<file path="src/rtl/ramb16_s2_pkg.sv">
// rtl/ramb16_s2_pkg.sv - shared constants, FSM states and slice type for the RAMB16_S2 byte reader
package ramb16_s2_pkg;

    localparam int ADDR_W          = 13;
    localparam int SLICES_PER_BYTE = 4;

    typedef enum logic [1:0] {
        IDLE  = 2'd0,
        FETCH = 2'd1,
        DRAIN = 2'd2
    } state_e;

    typedef logic [1:0] slice_t;

    localparam slice_t LAST_SLICE = slice_t'(SLICES_PER_BYTE - 1);

endpackage

</file>
<file path="src/rtl/ramb16_s2_byte_pack.sv">
// rtl/ramb16_s2_byte_pack.sv - captures 2-bit RAM slices into bytes and holds them on a valid/ready output
// Packing order selected by RAMB_S2_RD_MSB_FIRST_EN (undefined: slice 0 lands in the LSBs).
module ramb16_s2_byte_pack
    import ramb16_s2_pkg::*;
(
    input  logic       clk_i,
    input  logic       rst_n_i,
    input  logic       rd_en_i,
    input  slice_t     rd_slice_i,
    input  logic [1:0] ram_do_i,
    input  logic       out_ready_i,
    output logic [7:0] out_data_o,
    output logic       out_valid_o
);

    logic       cap_vld_q;
    slice_t     cap_slice_q;
    logic [5:0] pack_q, pack_d;
    logic [7:0] out_data_q, out_data_d;
    logic       out_valid_q, out_valid_d;
    logic [7:0] byte_w;

`ifdef RAMB_S2_RD_MSB_FIRST_EN
    assign byte_w = {pack_q, ram_do_i};
`else
    assign byte_w = {ram_do_i, pack_q};
`endif

    always_comb begin
        pack_d      = pack_q;
        out_data_d  = out_data_q;
        out_valid_d = out_valid_q;
        if (out_valid_q && out_ready_i) begin
            out_valid_d = 1'b0;
        end
        if (cap_vld_q) begin
            if (cap_slice_q == LAST_SLICE) begin
                // The reader only issues the last slice once this register is free.
                out_data_d  = byte_w;
                out_valid_d = 1'b1;
            end else begin
`ifdef RAMB_S2_RD_MSB_FIRST_EN
                pack_d = {pack_q[3:0], ram_do_i};
`else
                pack_d = {ram_do_i, pack_q[5:2]};
`endif
            end
        end
    end

    always_ff @(posedge clk_i or negedge rst_n_i) begin
        if (!rst_n_i) begin
            cap_vld_q   <= 1'b0;
            cap_slice_q <= '0;
            pack_q      <= '0;
            out_data_q  <= '0;
            out_valid_q <= 1'b0;
        end else begin
            cap_vld_q   <= rd_en_i;
            cap_slice_q <= rd_slice_i;
            pack_q      <= pack_d;
            out_data_q  <= out_data_d;
            out_valid_q <= out_valid_d;
        end
    end

    assign out_data_o  = out_data_q;
    assign out_valid_o = out_valid_q;

endmodule

</file>
<file path="src/rtl/ramb16_s2_byte_reader.sv">
// rtl/ramb16_s2_byte_reader.sv - burst read sequencer turning 2-bit RAMB16_S2 reads into a byte stream
// Build option RAMB_S2_RD_MSB_FIRST_EN selects big-endian slice packing in the pack stage.
module ramb16_s2_byte_reader #(
    parameter int ADDR_W = ramb16_s2_pkg::ADDR_W,
    parameter int LEN_W  = 12
) (
    input  logic              clk_i,
    input  logic              rst_n_i,
    input  logic              start_i,
    input  logic [ADDR_W-3:0] base_i,
    input  logic [LEN_W-1:0]  len_i,
    output logic              busy_o,
    output logic              done_o,
    output logic [ADDR_W-1:0] ram_addr_o,
    output logic              ram_en_o,
    input  logic [1:0]        ram_do_i,
    output logic [7:0]        out_data_o,
    output logic              out_valid_o,
    input  logic              out_ready_i
);

    import ramb16_s2_pkg::*;

    state_e            state_q, state_d;
    logic [ADDR_W-1:0] ram_addr_q, ram_addr_d, pend_addr;
    logic              ram_en_q, ram_en_d;
    logic [LEN_W-1:0]  len_q, len_d;
    logic              done_q, done_d;
    logic              busy_q, busy_d;
    logic              slice3_issued;
    logic              out_valid_w;

    // Next slice to issue: advance after a read, repeat the address after a stall.
    assign pend_addr     = ram_en_q ? ram_addr_q + ADDR_W'(1) : ram_addr_q;
    assign slice3_issued = ram_en_q && (slice_t'(ram_addr_q[1:0]) == LAST_SLICE);

    always_comb begin
        state_d    = state_q;
        ram_addr_d = ram_addr_q;
        ram_en_d   = 1'b0;
        len_d      = len_q;
        done_d     = 1'b0;
        case (state_q)
            IDLE: begin
                if (start_i && !busy_q) begin
                    if (len_i == '0) begin
                        done_d = 1'b1;
                    end else begin
                        state_d    = FETCH;
                        ram_en_d   = 1'b1;
                        ram_addr_d = {base_i, 2'b00};
                        len_d      = len_i;
                    end
                end
            end
            FETCH: begin
                if (slice3_issued && len_q == LEN_W'(1)) begin
                    state_d = DRAIN;
                end else begin
                    if (slice3_issued) begin
                        len_d = len_q - LEN_W'(1);
                    end
                    ram_addr_d = pend_addr;
                    // Final slice only goes out when the output register will be free for it.
                    ram_en_d   = (slice_t'(pend_addr[1:0]) != LAST_SLICE) || !out_valid_w || out_ready_i;
                end
            end
            DRAIN: begin
                if (out_valid_w && out_ready_i) begin
                    done_d  = 1'b1;
                    state_d = IDLE;
                end
            end
            default: state_d = IDLE;
        endcase
        busy_d = (state_d != IDLE) || (state_q == DRAIN && done_d);
    end

    always_ff @(posedge clk_i or negedge rst_n_i) begin
        if (!rst_n_i) begin
            state_q    <= IDLE;
            ram_addr_q <= '0;
            ram_en_q   <= 1'b0;
            len_q      <= '0;
            done_q     <= 1'b0;
            busy_q     <= 1'b0;
        end else begin
            state_q    <= state_d;
            ram_addr_q <= ram_addr_d;
            ram_en_q   <= ram_en_d;
            len_q      <= len_d;
            done_q     <= done_d;
            busy_q     <= busy_d;
        end
    end

    ramb16_s2_byte_pack u_pack (
        .clk_i       (clk_i),
        .rst_n_i     (rst_n_i),
        .rd_en_i     (ram_en_q),
        .rd_slice_i  (slice_t'(ram_addr_q[1:0])),
        .ram_do_i    (ram_do_i),
        .out_ready_i (out_ready_i),
        .out_data_o  (out_data_o),
        .out_valid_o (out_valid_w)
    );

    assign out_valid_o = out_valid_w;
    assign ram_addr_o  = ram_addr_q;
    assign ram_en_o    = ram_en_q;
    assign done_o      = done_q;
    assign busy_o      = busy_q;

endmodule
</file>
<file path="config.mk">
export PLATFORM = sky130hd
export DESIGN_NAME = ramb16_s2_byte_reader
export DESIGN_NICKNAME = d
export VERILOG_FILES = /design/src/rtl/ramb16_s2_pkg.sv /design/src/rtl/ramb16_s2_byte_pack.sv /design/src/rtl/ramb16_s2_byte_reader.sv
export SDC_FILE = /design/constraint.sdc
export NUM_CORES = 1
export LEC_CHECK = 0
export CELL_PAD_IN_SITES_DETAIL_PLACEMENT = 1
export CELL_PAD_IN_SITES_GLOBAL_PLACEMENT = 1
export CORE_MARGIN = 5
export CORE_UTILIZATION = 41
export DETAILED_ROUTE_END_ITERATION = 6
export HOLD_SLACK_MARGIN = 0.05
export PLACE_DENSITY_LB_ADDON = 0.2
export SETUP_SLACK_MARGIN = 0.2
export SYNTH_ARGS = -nofsm -noshare
export SYNTH_HDL_FRONTEND = slang
export SYNTH_SLANG_ARGS = --single-unit
</file>
<file path="constraint.sdc">
create_clock -name clk_i -period 5.1 [get_ports clk_i]
set_input_delay 1.275 -clock clk_i [delete_from_list [all_inputs] [get_ports clk_i]]
set_output_delay 1.275 -clock clk_i [all_outputs]
set_load 0.05 [all_outputs]
</file>
==> key figures <==
Clock tree
  • PostCTS Resize Cnt: 0
  • CTS buffer count: 5
  • Postcts setup bufs: 0
  • H-tree Lvls: 2
  • CTS Hold Buffers Added: 0
  • CTS tree: built
  • Clock insertion delay at the later pin of the skew report: 0.30 ns
  • Clk pin slew, worst setup/hold paths: 0.10 ns
  • Maximum buffer depth of the clock tree: 2
  • CTS Sinks: 48
  • Clk root buf: clkbuf_8

Pwr
  • Leak: 1.21 nW
  • Maximum vdd drop: 0.280 mV
  • Pwr per Cell Area: 681 nW/um2

Drt
  • Routed wl met3: 283 um
  • Wire length on met2: 3.42 mm
  • DR vias: 2203
  • TritonRoute pass-1 iters: 4
  • DR DRC count: 0
  • Routed WL per cell: 18.2 um
  • Top Metal Used: met4
  • Initial drt markers: 71
  • Post-Route WL: 6.91 mm
  • Drt via density: 5.81
  • Routed metal-1 wire length: 3.14 mm
  • DRT antenna net count: 0

Critical path
  • R2r setup slk: 2.45 ns
  • Slowest-stage cell, CP: or4_1
  • Cell Chain, Critical Path: clkdlybuf4s50_1, or4_1, o31a_1, a21oi_4, buf_4, a21oi_1, o22a_1
  • Reg-to-reg endpoint: ram_addr_o[7]
  • Crit path capture type: register
  • WP data arrival: 3.63 ns
  • Critical path depth in cells: 7
  • CP bufs+invs: 2
  • Critical path peak fanout: 19
  • Worst r2r path cells: 6
  • Worst setup path end: ram_addr_o[7]
  • CP startpoint: len_i[1]
  • CP top delay family: compound AO/OA/AOI/OAI gates
  • Critical path class: primary input to register
  • FF-to-FF Start: len_q[7]
  • Worst setup SP type: primary input
  • CP required: 5.30 ns
  • Highest cell delay on the worst timing path: 0.56 ns

Synthesis
  • Top post-synthesis cells by area: dfrtp_1, mux2_2, o21ai_0
  • Post-synthesis cell type count: 45
  • Mapped Area: 2460 um2
  • Syn avg cell area: 9.75 um2
  • Async SR Flop Fraction: 100%
  • Sequential fraction of the synthesis area: 48.9%
  • Post-Syn Nets: 284
  • Count leader, synth: dfrtp_1
  • Synth area leader: dfrtp_1
  • Post-synth top area share: 48.9%
  • Commonest cells post-synth: dfrtp_1, o21ai_0, a21oi_1
  • Syn. warnings: 0
  • Most used DFF post-synth: dfrtp_1
  • Number of synthesized flops with an enable pin: 0
  • Seq cells post-synth: 48
  • Post-Syn Instances: 252

Hold path
  • Min-delay worst type: register to register

Die
  • Die area: 7640 um2
  • Initial Util: 41.8%
  • Std cell rows: 28
  • Core area: 5890 um2
  • Die X: 87.4 um
  • Die Span Y: 87.4 um
  • Ports: 54

STA
  • Final TNS setup: 0 ns
  • FMAX: 0.292 GHz
  • Fin Clk Skew: 0.00535 ns
  • Endpoints failing setup: 0
  • Min cycle time layout: 3.43 ns
  • Slew HR: 27.5%
  • Slew Viols, Final: 0
  • Final Cycle Share: 67.2%
  • Fin. Hold Viols: 0
  • Unrepaired setup endpoints after global routing: no
  • Worst hold margin: 0.497 ns
  • Worst Max-Slew Pin Slew: 1.09 ns

Global routing
  • Total GRT Usage: 19.2%
  • Largest net degree at the start of global routing: 49
  • Initial antenna violation count: 0
  • First-pass GRT wire length: 11.6 mm
  • Vias in the first global route: 2314
  • Gr ovfl total: 0

Cells and area
  • # fillers: 680
  • Core Util, Final: 53.8%
  • Final instance area: 3160 um2
  • Finished Layout Cells: 379
  • Share of layout cells above drive strength 1: 10.2%
  • Layout area overhead: 28.8%
  • Antenna cells: 0
  • Nets: 335

Place
  • GP Congestion: 0.820
  • # port buffers: 53
  • Area of placed instances: 3050 um2
  • Post-detail-place hpwl: 4.98 mm
  • Placed insts: 371

Run
  • Max_cap viols: 0

Run status
  • Status: completed
[registers in the layout (all words and copies together) (netlist names)]
register,cells
u_pack.pack_q,6
ram_addr_o,13
u_pack.out_data_o,8
u_pack.cap_slice_q,2
len_q,12
state_q,2
busy_o,1
ram_en_o,1
u_pack.out_valid_o,1
u_pack.cap_vld_q,1
done_o,1
[layout make-up]
| type | instances | area [um2] | share of cell area (%) |
|---|---|---|---|
| timing repair buffer | 56 | 548 | 17.3 |
| multi-input combinational | 189 | 1190 | 37.8 |
| inverter | 3 | 11.3 | 0.356 |
| sequential | 48 | 1200 | 38.0 |
| tap | 75 | 93.8 | 2.97 |
| clock buffer | 5 | 68.8 | 2.17 |
| clock inverter | 3 | 46.3 | 1.46 |
[logic make-up after synthesis]
family	synth area share, %
flops	48.9
simple gates	19.2
buf+inv	2.49
mux	6.42
compound gates	21.5
fa+ha+maj	1.53
[per-layer routing]
metal / vias up / GRT usage (%)
li1: 1056 / -
met1: 1092 / 25.9
met2: 47 / 32.1
met3: 8 / 3.60
met4: 0 / 4.32
met5: - / 0
[worst min path at each step]
| stage | startpoint | to | slack [ns] | depth (start not counted) |
|---|---|---|---|---|
| 6_report | ram_addr_o[1] | u_pack.cap_slice_q[1] | 0.50 | 0 |
| 4_1_cts | ram_addr_o[1] | u_pack.cap_slice_q[1] | 0.51 | 0 |
| 3_3_place_gp | ram_addr_o[1] | u_pack.cap_slice_q[1] | 0.48 | 0 |
| 5_1_grt | u_pack.out_data_o[6] | u_pack.out_data_o[6] | 0.54 | 1 |
| 2_1_floorplan | state_q[0] | done_o | 0.46 | 1 |
| 3_5_place_dp | ram_addr_o[1] | u_pack.cap_slice_q[1] | 0.48 | 0 |
[cell usage in the layout (no fill, tap or decap), types with 3 or more instances in the layout]
master | Yosys | final
a21oi_1 | 24 | 24
a22o_1 | 3 | 3
a31oi_1 | 5 | 5
a32oi_1 | 3 | 3
and3_1 | 4 | 4
and4_1 | 3 | 3
buf_4 | 0 | 3
clkbuf_8 | 0 | 5
clkdlybuf4s50_1 | 0 | 52
dfrtp_1 | 48 | 48
ha_1 | 3 | 3
mux2_2 | 14 | 14
nand2_1 | 17 | 17
nand2b_1 | 3 | 3
nand3_1 | 8 | 8
nor2_1 | 13 | 13
nor2b_1 | 3 | 3
nor3_1 | 8 | 8
nor3b_1 | 3 | 3
nor4_1 | 6 | 6
o21ai_0 | 31 | 31
o31a_1 | 3 | 3
or3_1 | 3 | 3
or4_1 | 6 | 6
[through the flow]
stage	power, mW	worst slack, ns
2_1_floorplan	1.49	2.24
3_3_place_gp	1.84	1.41
3_5_place_dp	1.88	1.36
4_1_cts	2.17	1.69
5_1_grt	2.31	1.57
6_report	2.16	1.67
[power by group]
part           switching (mW)  leakage, nW  internal [mW]  total (mW)
combinational           0.708        0.588          0.427        1.13
sequential              0.177        0.569          0.558       0.735
clock                   0.138       0.0548          0.148       0.286
total                    1.02         1.21           1.13        2.16
No activity file was read; power rests on OpenSTA's default activity.
